--- src/rtl/seg7_pkg.sv ---
// ============================================================================
// seg7_pkg: shared types and constants for the seven-segment scan driver.
// Revision: 1.0
// ============================================================================
`default_nettype none

package seg7_pkg;

  typedef enum logic [1:0] {
    IDLE  = 2'd0,
    DRIVE = 2'd1,
    GAP   = 2'd2
  } scan_state_t;

  localparam logic [6:0] SEG_BLANK = 7'b1111111;

  // Active-low {a,b,c,d,e,f,g}; entry 15 is leftmost.
  localparam logic [15:0][6:0] SEG_TABLE = {
    7'b0111000, 7'b0110000, 7'b1000010, 7'b0110001,
    7'b1100000, 7'b0001000, 7'b0000100, 7'b0000000,
    7'b0001111, 7'b0100000, 7'b0100100, 7'b1001100,
    7'b0000110, 7'b0010010, 7'b1001111, 7'b0000001
  };

  function automatic logic [2:0] msd_index(input logic [31:0] w);
    logic [2:0] idx;
    idx = 3'd0;
    for (int i = 1; i < 8; i++) begin
      if (w[4*i +: 4] != 4'h0) idx = 3'(i);
    end
    return idx;
  endfunction

endpackage

`default_nettype wire

--- src/rtl/seg7_decode.sv ---
// ============================================================================
// seg7_decode: combinational hex nibble to active-low segment pattern.
// Revision: 1.0
// ============================================================================
`default_nettype none

module seg7_decode
  import seg7_pkg::*;
(
  input  logic [3:0] nib_i,
  output logic [6:0] seg_o
);

  assign seg_o = SEG_TABLE[nib_i];

endmodule

`default_nettype wire

--- src/rtl/seg7_scan_driver.sv ---
// ============================================================================
// seg7_scan_driver: registered multiplexed 8-digit hex display scanner with
// valid/ready capture, frame-boundary data swap and inter-digit blanking.
// Optional: SEG7_LEADING_ZERO_BLANK_EN blanks digits above the top nonzero one.
// Revision: 1.0
// ============================================================================
`default_nettype none

module seg7_scan_driver
  import seg7_pkg::*;
#(
  parameter int DIGITS       = 8,
  parameter int DIGIT_CYCLES = 32768,
  parameter int GAP_CYCLES   = 16
) (
  input  logic              clock,
  input  logic              reset,
  input  logic              data_valid,
  input  logic [31:0]       data,
  output logic              data_ready,
  output logic [6:0]        segments,
  output logic [DIGITS-1:0] an,
  output logic              frame_done
);

  localparam int c_DW   = (DIGITS > 1) ? $clog2(DIGITS) : 1;
  localparam int c_CWD  = (DIGIT_CYCLES > 1) ? $clog2(DIGIT_CYCLES) : 1;
  localparam int c_CWG  = (GAP_CYCLES > 1) ? $clog2(GAP_CYCLES) : 1;
  localparam int c_CW   = (c_CWD > c_CWG) ? c_CWD : c_CWG;
  localparam bit c_HAS_GAP = (GAP_CYCLES > 0);
  localparam logic [c_CW-1:0] c_DRIVE_LAST = c_CW'(DIGIT_CYCLES - 1);
  localparam logic [c_CW-1:0] c_GAP_LAST   = c_CW'((GAP_CYCLES > 0) ? GAP_CYCLES - 1 : 0);
  localparam logic [c_DW-1:0] c_DIG_LAST   = c_DW'(DIGITS - 1);

  scan_state_t       state_q, state_d;
  logic [c_DW-1:0]   digit_q, digit_d;
  logic [c_CW-1:0]   cnt_q, cnt_d;
  logic [31:0]       shadow_q, shadow_d;
  logic [31:0]       pending_q, pending_d;
  logic              pend_q, pend_d;
  logic              swap_q, swap_d;
  logic              wrap_q, wrap_d;
  logic              ready_q;
  logic [DIGITS-1:0] an_q;
  logic [6:0]        seg_q;
  logic              frame_done_q;

  logic              w_accept;
  logic              w_adv;
  logic              w_show;
  logic [3:0]        w_nib;
  logic [6:0]        w_seg;

  assign w_accept = data_valid && ready_q;

  always_comb begin
    state_d   = state_q;
    digit_d   = digit_q;
    cnt_d     = cnt_q;
    shadow_d  = shadow_q;
    pending_d = pending_q;
    pend_d    = pend_q;
    swap_d    = 1'b0;
    wrap_d    = 1'b0;
    w_adv     = 1'b0;

    case (state_q)
      IDLE: begin
        if (w_accept) begin
          shadow_d = data;
          state_d  = DRIVE;
          digit_d  = '0;
          cnt_d    = '0;
        end
      end
      DRIVE: begin
        if (cnt_q == c_DRIVE_LAST) begin
          cnt_d = '0;
          if (c_HAS_GAP) state_d = GAP;
          else           w_adv   = 1'b1;
        end else begin
          cnt_d = cnt_q + 1'b1;
        end
      end
      GAP: begin
        if (cnt_q == c_GAP_LAST) begin
          cnt_d   = '0;
          state_d = DRIVE;
          w_adv   = 1'b1;
        end else begin
          cnt_d = cnt_q + 1'b1;
        end
      end
      default: state_d = IDLE;
    endcase

    // The swap is decided from the pending flag before this edge's accept,
    // so a word captured on the wrap edge waits for the following frame.
    if (w_adv) begin
      if (digit_q == c_DIG_LAST) begin
        digit_d = '0;
        wrap_d  = 1'b1;
        swap_d  = pend_q && !swap_q;
      end else begin
        digit_d = digit_q + 1'b1;
      end
    end

    if (swap_q) begin
      shadow_d = pending_q;
      pend_d   = 1'b0;
    end

    if (w_accept && (state_q != IDLE)) begin
      pending_d = data;
      pend_d    = 1'b1;
    end
  end

  // Decode from next shadow so digit 0 of a swapped frame already shows new data.
  assign w_nib = shadow_d[{digit_q, 2'b00} +: 4];

  seg7_decode u_decode (
    .nib_i (w_nib),
    .seg_o (w_seg)
  );

`ifdef SEG7_LEADING_ZERO_BLANK_EN
  assign w_show = (state_q == DRIVE) && (int'(digit_q) <= int'(msd_index(shadow_d)));
`else
  assign w_show = (state_q == DRIVE);
`endif

  always_ff @(posedge clock) begin
    if (reset) begin
      state_q      <= IDLE;
      digit_q      <= '0;
      cnt_q        <= '0;
      shadow_q     <= '0;
      pending_q    <= '0;
      pend_q       <= 1'b0;
      swap_q       <= 1'b0;
      wrap_q       <= 1'b0;
      ready_q      <= 1'b0;
      an_q         <= '1;
      seg_q        <= SEG_BLANK;
      frame_done_q <= 1'b0;
    end else begin
      state_q      <= state_d;
      digit_q      <= digit_d;
      cnt_q        <= cnt_d;
      shadow_q     <= shadow_d;
      pending_q    <= pending_d;
      pend_q       <= pend_d;
      swap_q       <= swap_d;
      wrap_q       <= wrap_d;
      ready_q      <= ~pend_d;
      an_q         <= w_show ? ~(DIGITS'(1) << digit_q) : '1;
      seg_q        <= w_show ? w_seg : SEG_BLANK;
      frame_done_q <= wrap_q;
    end
  end

  assign data_ready = ready_q;
  assign segments   = seg_q;
  assign an         = an_q;
  assign frame_done = frame_done_q;

endmodule

`default_nettype wire

--- config.mk ---
export PLATFORM = sky130hd
export DESIGN_NAME = seg7_scan_driver
export DESIGN_NICKNAME = d
export VERILOG_FILES = /design/src/rtl/seg7_pkg.sv /design/src/rtl/seg7_decode.sv /design/src/rtl/seg7_scan_driver.sv
export SDC_FILE = /design/constraint.sdc
export NUM_CORES = 1
export LEC_CHECK = 0
export BUFFER_PORTS_ARGS = -buffer_cell sky130_fd_sc_hd__clkbuf_2
export CAP_MARGIN = 20
export CORE_ASPECT_RATIO = 1.25
export CORE_MARGIN = 2
export CORE_UTILIZATION = 61
export CTS_BUF_LIST = sky130_fd_sc_hd__clkbuf_4
export DETAILED_ROUTE_END_ITERATION = 8
export PLACE_DENSITY = 0.9
export SETUP_SLACK_MARGIN = 0.02
export SYNTH_ARGS = -nofsm -noshare
export SYNTH_HDL_FRONTEND = slang
export SYNTH_SLANG_ARGS = --single-unit
--- constraint.sdc ---
create_clock -name clock -period 3.9 [get_ports clock]
set_input_delay 0.78 -clock clock [delete_from_list [all_inputs] [get_ports clock]]
set_output_delay 0.78 -clock clock [all_outputs]
set_load 0.05 [all_outputs]
==> impl_metrics.tcl, run 1 <==
set metrics [dict create \
    cpPeakStageDelay_ns 0.53 \
    dr_total_vias 4308 \
    netlist_instances 578 \
    hold_viol_final 0 \
    ys_types 56 \
    max_freq_mhz 275.1 \
    dp_hpwl_um 8365 \
    synth.cell_area_um2 4907 \
    drt.antenna.violating_nets 0 \
    grt_start_max_net_pins 55 \
    critPathTopFamily "simple AND/OR/NAND/NOR gates" \
    antenna_cells 0 \
    ios 52 \
    synth_top_area_share_pct 42.43 \
    synth_top_family_by_area "simple AND/OR/NAND/NOR gates" \
    die_area_um2 8782 \
    area_growth_pct 8.261 \
    path_cells "inv_1 > ha_1 > and3_1 > mux2i_1 > a32oi_1 > o221ai_2 > nor4_4 > inv_1 > ha_1 > a2111oi_0 > a31oi_1" \
    drcViolationCount 0 \
    end_kind "flop" \
    avgViaCountPerCell 6.085 \
    min_period_ns 3.635 \
    relSlewSlack_pct 41.90 \
    startpoint_type "flop" \
    fin_nets 663 \
    synth_top_area_cell "dfxtp_1" \
    grt_pass1_wl_um 19550 \
    fp.dieH_um 104.3 \
    overflow 0 \
    cts-root-buf "clkbuf_4" \
    yosys.area_share.simple_pct 23.58 \
    first_iter_violations 435 \
    slew_viol_final 0 \
    skew_ns 0.01952 \
    grt_pass1_vias 4260 \
    cellLeakagePower_nw 2.127 \
    clk_latency_ns 0.48 \
    cts.repair.resized 0 \
    setup_viol 0 \
    muxShareOfSynthArea_pct 3.927 \
    antenna_found_initial 0 \
    yosysSeqAreaShare_pct 42.43 \
    arrival_ns 3.96 \
    rows 36 \
    post-route-period-util_pct 93.20 \
    cts_tree "yes" \
    maxCapViolations 0 \
    worst_ir_drop_vdd_mv 0.3549 \
    worst-endpoint-required_ns 4.22 \
    yosys_register_bits 104 \
    cts_num_sinks 104 \
    worstPathMaxFanout 11 \
    ys.flop_type "dfxtp_1" \
    drive_gt1_share_pct 14.68 \
    synthAdderAreaFrac_pct 4.589 \
    tns_ns 0 \
    min_path_type "reg2reg" \
    synthXorXnorAreaFrac_pct 2.320 \
    die_width_um 84.22 \
    wl_per_cell_um 16.33 \
    path_clk_slew_ns 0.16 \
    synth.area.top_cells "dfxtp_1 (42%), nand2_1 (6.7%), ha_1 (4.6%), a21oi_1 (4.3%), nor2_1 (3.7%)" \
    worstSetupPathType "reg2reg" \
    grtUsageTotal_pct 27.23 \
    fp.coreArea_um2 7792 \
    synth_common_cells "dfxtp_1 (104), nand2_1 (87), nor2_1 (49)" \
    fillers 637 \
    tightest_slew_ns 0.8715 \
    worst_slack_ns 0.2652 \
    critPathSlowestCell "and3_1" \
    port_buffers 51 \
    powerDensity_nw_per_um2 496.1 \
    cts_setup_buffers 0 \
    clockBufferDepth 2 \
    critPathBufInv 2 \
    async_flop_share_pct 0 \
    yosysMostFrequentCell "dfxtp_1" \
    avgSynthCellArea_um2 8.490 \
    gp_congestion 0.9506 \
    rsz0062_at_grt "false" \
    routed_wl_um 11560 \
    hold_buffers 0 \
    ys.warnings.count 0 \
    first_pass_iters 5 \
    htree_levels 3 \
    status "complete, no violations" \
    place_ws_ns 0.2766 \
    start_util_pct 62.97 \
    synth_compound_area_share_pct 16.88 \
    cts_buffers 9 \
    synth_fp_nets 631 \
    synth-edff-count 0 \
]
==> power by group <==
part           internal [mW]  switching, mW
clock                  0.259          0.342
sequential              1.17         0.0488
combinational          0.288          0.527
total                   1.72          0.918
==> metal layers <==
metal | wire length (um) | up-vias | part of all wire [%] | track usage (%)
met2 | 5862 | 156 | 51 | 46.03
met4 | 403 | 0 | 3.5 | 14.86
li1 | - | 2081 | - | -
met3 | 584 | 35 | 5.1 | 4.127
met5 | 0 | - | 0 | 0
met1 | 4712 | 2036 | 41 | 32.86
==> placed cells by master (no fill, tap or decap), drive strengths merged, types with 4 or more instances in the layout <==
cell type | netlist | routed
xnor2 | 4 | 4
nor3 | 21 | 21
and2 | 10 | 10
inv | 27 | 27
nand3 | 16 | 16
buf | 18 | 10
ha | 18 | 18
a21oi | 42 | 42
mux2 | 7 | 7
o21ai | 7 | 7
a32oi | 7 | 7
nor4 | 5 | 5
nand2b | 13 | 13
a221o | 4 | 4
mux2i | 11 | 11
a41oi | 7 | 7
nand4 | 4 | 4
dfxtp | 104 | 104
xor2 | 9 | 9
nor2 | 51 | 51
a21o | 7 | 7
nor2b | 11 | 11
a311oi | 7 | 7
o311ai | 6 | 6
and3 | 19 | 19
a221oi | 8 | 8
nand2 | 87 | 87
clkbuf | 22 | 61
==> worst paths after layout <==
| check | from | end | slack [ns] | depth (start not counted) |
|---|---|---|---|---|
| worst max-delay path | state_q[1]$_SDFFE_PP0P_ | segments[3]$_SDFF_PP1_ | 0.27 | 11 |
| worst min-delay path | wrap_q$_SDFF_PP0_ | frame_done$_SDFF_PP0_ | 0.45 | 1 |
| worst max register to register | state_q[1]$_SDFFE_PP0P_ | segments[3]$_SDFF_PP1_ | 0.27 | 11 |
| worst min register to register | wrap_q$_SDFF_PP0_ | frame_done$_SDFF_PP0_ | 0.45 | 1 |
==> cells by family (layout without fill, tap and decap cells) <==
| logic type | Yosys count | in the layout |
|---|---|---|
| AND/OR/NAND/NOR | 243 | 243 |
| AO/OA/AOI/OAI | 115 | 115 |
| adder cells (fa/ha/maj) | 18 | 18 |
| buffers and inverters | 67 | 102 |
| flip-flops | 104 | 104 |
| multiplexers | 18 | 18 |
| XOR/XNOR | 13 | 13 |
==> metrics by stage <==
| step | cells | utilization [%] | hold slack (ns) | area, um^2 | power, mW |
|---|---|---|---|---|---|
| final | 708 | 68.18 | 0.4531 | 5313 | 2.635 |
| after global routing | 708 | 68.18 | 0.4822 | 5313 | 2.759 |
| after CTS | 708 | 68.18 | 0.4656 | 5313 | 2.635 |
| after detailed placement | 694 | 66.30 | 0.4450 | 5166 | 2.046 |
| after global placement | 694 | 66.30 | 0.4365 | 5166 | 1.997 |
| after floorplan | 578 | - | 0.4138 | 4907 | 1.855 |
==> worst register-to-register path, stage by stage, from the launching register on <==
cell	delay [ns]
dfxtp_1	0.39
inv_1	0.11
ha_1	0.36
and3_1	0.53
mux2i_1	0.19
a32oi_1	0.25
o221ai_2	0.17
nor4_4	0.49
inv_1	0.16
ha_1	0.24
a2111oi_0	0.48
a31oi_1	0.11
==> sequential cells by signal, indices dropped and copies added (netlist names) <==
name / flops
pend_q: 1
digit_q: 3
an: 8
shadow_q: 32
state_q: 2
swap_q: 1
cnt_q: 15
pending_q: 32
segments: 7
frame_done: 1
data_ready: 1
wrap_q: 1
==> layout make-up <==
class | instances | area, um^2 | share of cell area, %
clock buffers | 10 | 75.07 | 1.413
clock inverters | 4 | 71.32 | 1.342
flip-flops and latches | 104 | 2083 | 39.21
multi-input cells | 407 | 2520 | 47.43
repair buffers | 61 | 342.8 | 6.453
well taps | 95 | 118.9 | 2.237
inverters | 27 | 101.3 | 1.908
No activity file was read; power rests on OpenSTA's default activity.
==> run 2, diff against run 1 <==
- ABC_AREA: default -> 1
==> run 2 against run 1 <==
  * Sequential power up 5%
  * Maximum frequency up 28%
  * Utilization down 1.1 points
==> impl_metrics.tcl, run 2 <==
set metrics [dict create \
    slew_viol_final 0 \
    critPathTopFamily "simple AND/OR/NAND/NOR gates" \
    synth.area.top_cells "dfxtp_1 (41%), nand2_1 (10%), nand3_1 (10%), a21oi_1 (6.3%), inv_1 (6.0%)" \
    synth-edff-count 0 \
    synth_top_area_cell "dfxtp_1" \
    post-route-period-util_pct 72.89 \
    arrival_ns 3.23 \
    synth_common_cells "nand2_1 (136), dfxtp_1 (104), nand3_1 (100)" \
    ys_types 35 \
    crit_end "segments[3]$_SDFF_PP1_" \
    yosysSeqAreaShare_pct 41.41 \
    setup_viol 0 \
    reg_top3 "pending_q (32), shadow_q (32), cnt_q (15)" \
    drt.antenna.violating_nets 0 \
    wl_per_cell_um 14.39 \
    synth_fp_nets 747 \
    p_sw_share_pct 37.54 \
    fp.coreArea_um2 8102 \
    grt_pass1_vias 4708 \
    layout_commonest_cell "nand2_1" \
    skew_ns 0.01271 \
    yosys_register_bits 104 \
    power_mw 2.826 \
    drcViolationCount 0 \
    hold_viol_final 0 \
    worst-endpoint-required_ns 4.29 \
    worstReg2RegEnd "segments[3]$_SDFF_PP1_" \
    avgSynthCellArea_um2 7.244 \
    globalRoute.busiestLayer "met2" \
    place_area_um2 5274 \
    tightest_slew_ns 0.6233 \
    htree_levels 3 \
    dr_total_vias 4741 \
    worstPathMaxFanout 27 \
    overflow 0 \
    gr-usage-met1_pct 32.42 \
    cts_setup_buffers 0 \
    rsz0062_at_grt "false" \
    hold_ws_ns 0.4264 \
    grtUsageTotal_pct 27.94 \
    cpPeakStageDelay_ns 0.40 \
    finalInstanceArea_um2 5438 \
    postLayoutCoreUtil_pct 67.12 \
    path_cells "inv_1 > ha_1 > nand3_4 > o211ai_1 > nand3_1 > nand3_1 > nand3_1 > nand2_2 > inv_1 > ha_1 > nand3_1 > nand3_1 > nand2_1 > nand2_1" \
    r2r_setup_slack_ns 1.06 \
    fin_nets 782 \
    hold_buffers 0 \
    cts_buffers 9 \
    die_width_um 85.20 \
    ys.flop_type "dfxtp_1" \
    critPathBufInv 2 \
    relSlewSlack_pct 58.39 \
    powerDensity_nw_per_um2 519.6 \
    r2r-start "state_q[1]$_SDFFE_PP0P_" \
    cellLeakagePower_nw 2.451 \
    gp_congestion 0.8698 \
    startpoint_type "flop" \
    start_util_pct 62.05 \
    internal-power_mw 1.765 \
    antenna_found_initial 1 \
    grt_start_max_net_pins 54 \
    max_freq_mhz 351.8 \
    cts.repair.resized 0 \
    cts_tree "yes" \
    clockBufferDepth 2 \
    drive_gt1_share_pct 13.35 \
    min_period_ns 2.843 \
    dp_hpwl_um 8020 \
    p_comb_share_pct 32.3 \
    tns_ns 0 \
    path_clk_slew_ns 0.16 \
    seq_power_share_pct 45.3 \
    grtUsageMet2_pct 48.55 \
    reg2reg_depth 14 \
    crit_path_start "state_q[1]$_SDFFE_PP0P_" \
    crit_cells 14 \
    port_buffers 51 \
    min_path_type "reg2reg" \
    worstSetupPathType "reg2reg" \
    first_pass_iters 7 \
    critPathSlowestCell "ha_1" \
    die_area_um2 8989 \
    stdcell_count 832 \
    synth_top_area_share_pct 41.41 \
    cpMostUsedCell "nand3_1" \
    maxCapViolations 0 \
    avgViaCountPerCell 5.698 \
    place_ws_ns 1.111 \
    ys.warnings.count 0 \
    first_iter_violations 422 \
    netlist_instances 694 \
    routed_wl_um 11970 \
    fp.dieH_um 105.5 \
    worst_slack_ns 1.057 \
    clk_latency_ns 0.48 \
    final_cell_mix "nand2_1 (136), dfxtp_1 (104), nand3_1 (100)" \
    async_flop_share_pct 0 \
    power_frac_clock_pct 22.5 \
    grt_pass1_wl_um 20500 \
    use_met3_pct 5.090 \
    end_kind "flop" \
    synth.cell_area_um2 5027 \
    yosysMostFrequentCell "nand2_1" \
    status "complete, no violations" \
    cts_num_sinks 104 \
    ios 52 \
    area_growth_pct 8.163 \
    cts-root-buf "clkbuf_4" \
    worst_ir_drop_vdd_mv 0.3006 \
    netSwitchingPower_mw 1.061 \
    rows 37 \
    dp.cells 815 \
]
run 2: cell types whose count changed after synthesis, moves of 10 or more:
cell / change
a21oi_1: +21
and2_1: -10
and3_1: -19
inv_1: +54
mux2i_1: -11
nand2_1: +49
nand2b_1: -13
nand3_1: +85
nor2b_1: -11
nor3_1: -15
o21ai_0: +32
run 2: layer usage:
layer	share of wire (%)	vias up
li1	-	2337
met2	50	198
met1	39	2168
met3	7.6	38
met4	3.5	0
met5	0	-
run 2: how the worst min path moves through the flow:
stage,from,endpoint,slack (ns),depth (start not counted)
2_1_floorplan,wrap_q$_SDFF_PP0_,frame_done$_SDFF_PP0_,0.39,2
3_3_place_gp,wrap_q$_SDFF_PP0_,frame_done$_SDFF_PP0_,0.39,2
3_5_place_dp,wrap_q$_SDFF_PP0_,frame_done$_SDFF_PP0_,0.41,2
4_1_cts,wrap_q$_SDFF_PP0_,frame_done$_SDFF_PP0_,0.43,2
5_1_grt,wrap_q$_SDFF_PP0_,frame_done$_SDFF_PP0_,0.43,2
6_report,wrap_q$_SDFF_PP0_,frame_done$_SDFF_PP0_,0.43,2
run 2: power groups by stage:
stage | Clock, mW | Combinational, mW | Sequential [mW]
floorplan | 0 | 0.654 | 1.36
global placement | 0 | 0.850 | 1.30
detailed placement | 0 | 0.895 | 1.30
CTS | 0.639 | 0.904 | 1.28
global route | 0.680 | 1.03 | 1.29
finish | 0.635 | 0.911 | 1.28
run 2: final cells by class:
| cell class | instances | area [um^2] |
|---|---|---|
| diodes | 1 | 2.502 |
| clock buffers | 9 | 67.56 |
| clock inverters | 7 | 93.84 |
| fillers | 691 | 2664 |
| inverters | 86 | 322.8 |
| multi-input cells | 470 | 2440 |
| flip-flops and latches | 104 | 2082 |
| well taps | 97 | 121.4 |
| repair buffers | 58 | 307.8 |
run 2: worst reg2reg max path, delay by kind of cell, from the launching register on:
family	cells	cell delay (ns)
simple gates	9	1.18
fa+ha+maj	2	0.61
flops	1	0.37
compound gates	1	0.38
buf+inv	2	0.23
run 2: cells by family after synthesis:
family / after synthesis / share of synthesized area (%)
simple gates: 330 / 30.39
buf+inv: 120 / 10.10
compound gates: 117 / 12.74
flops: 104 / 41.41
fa+ha+maj: 18 / 4.480
xor+xnor: 5 / 0.8710
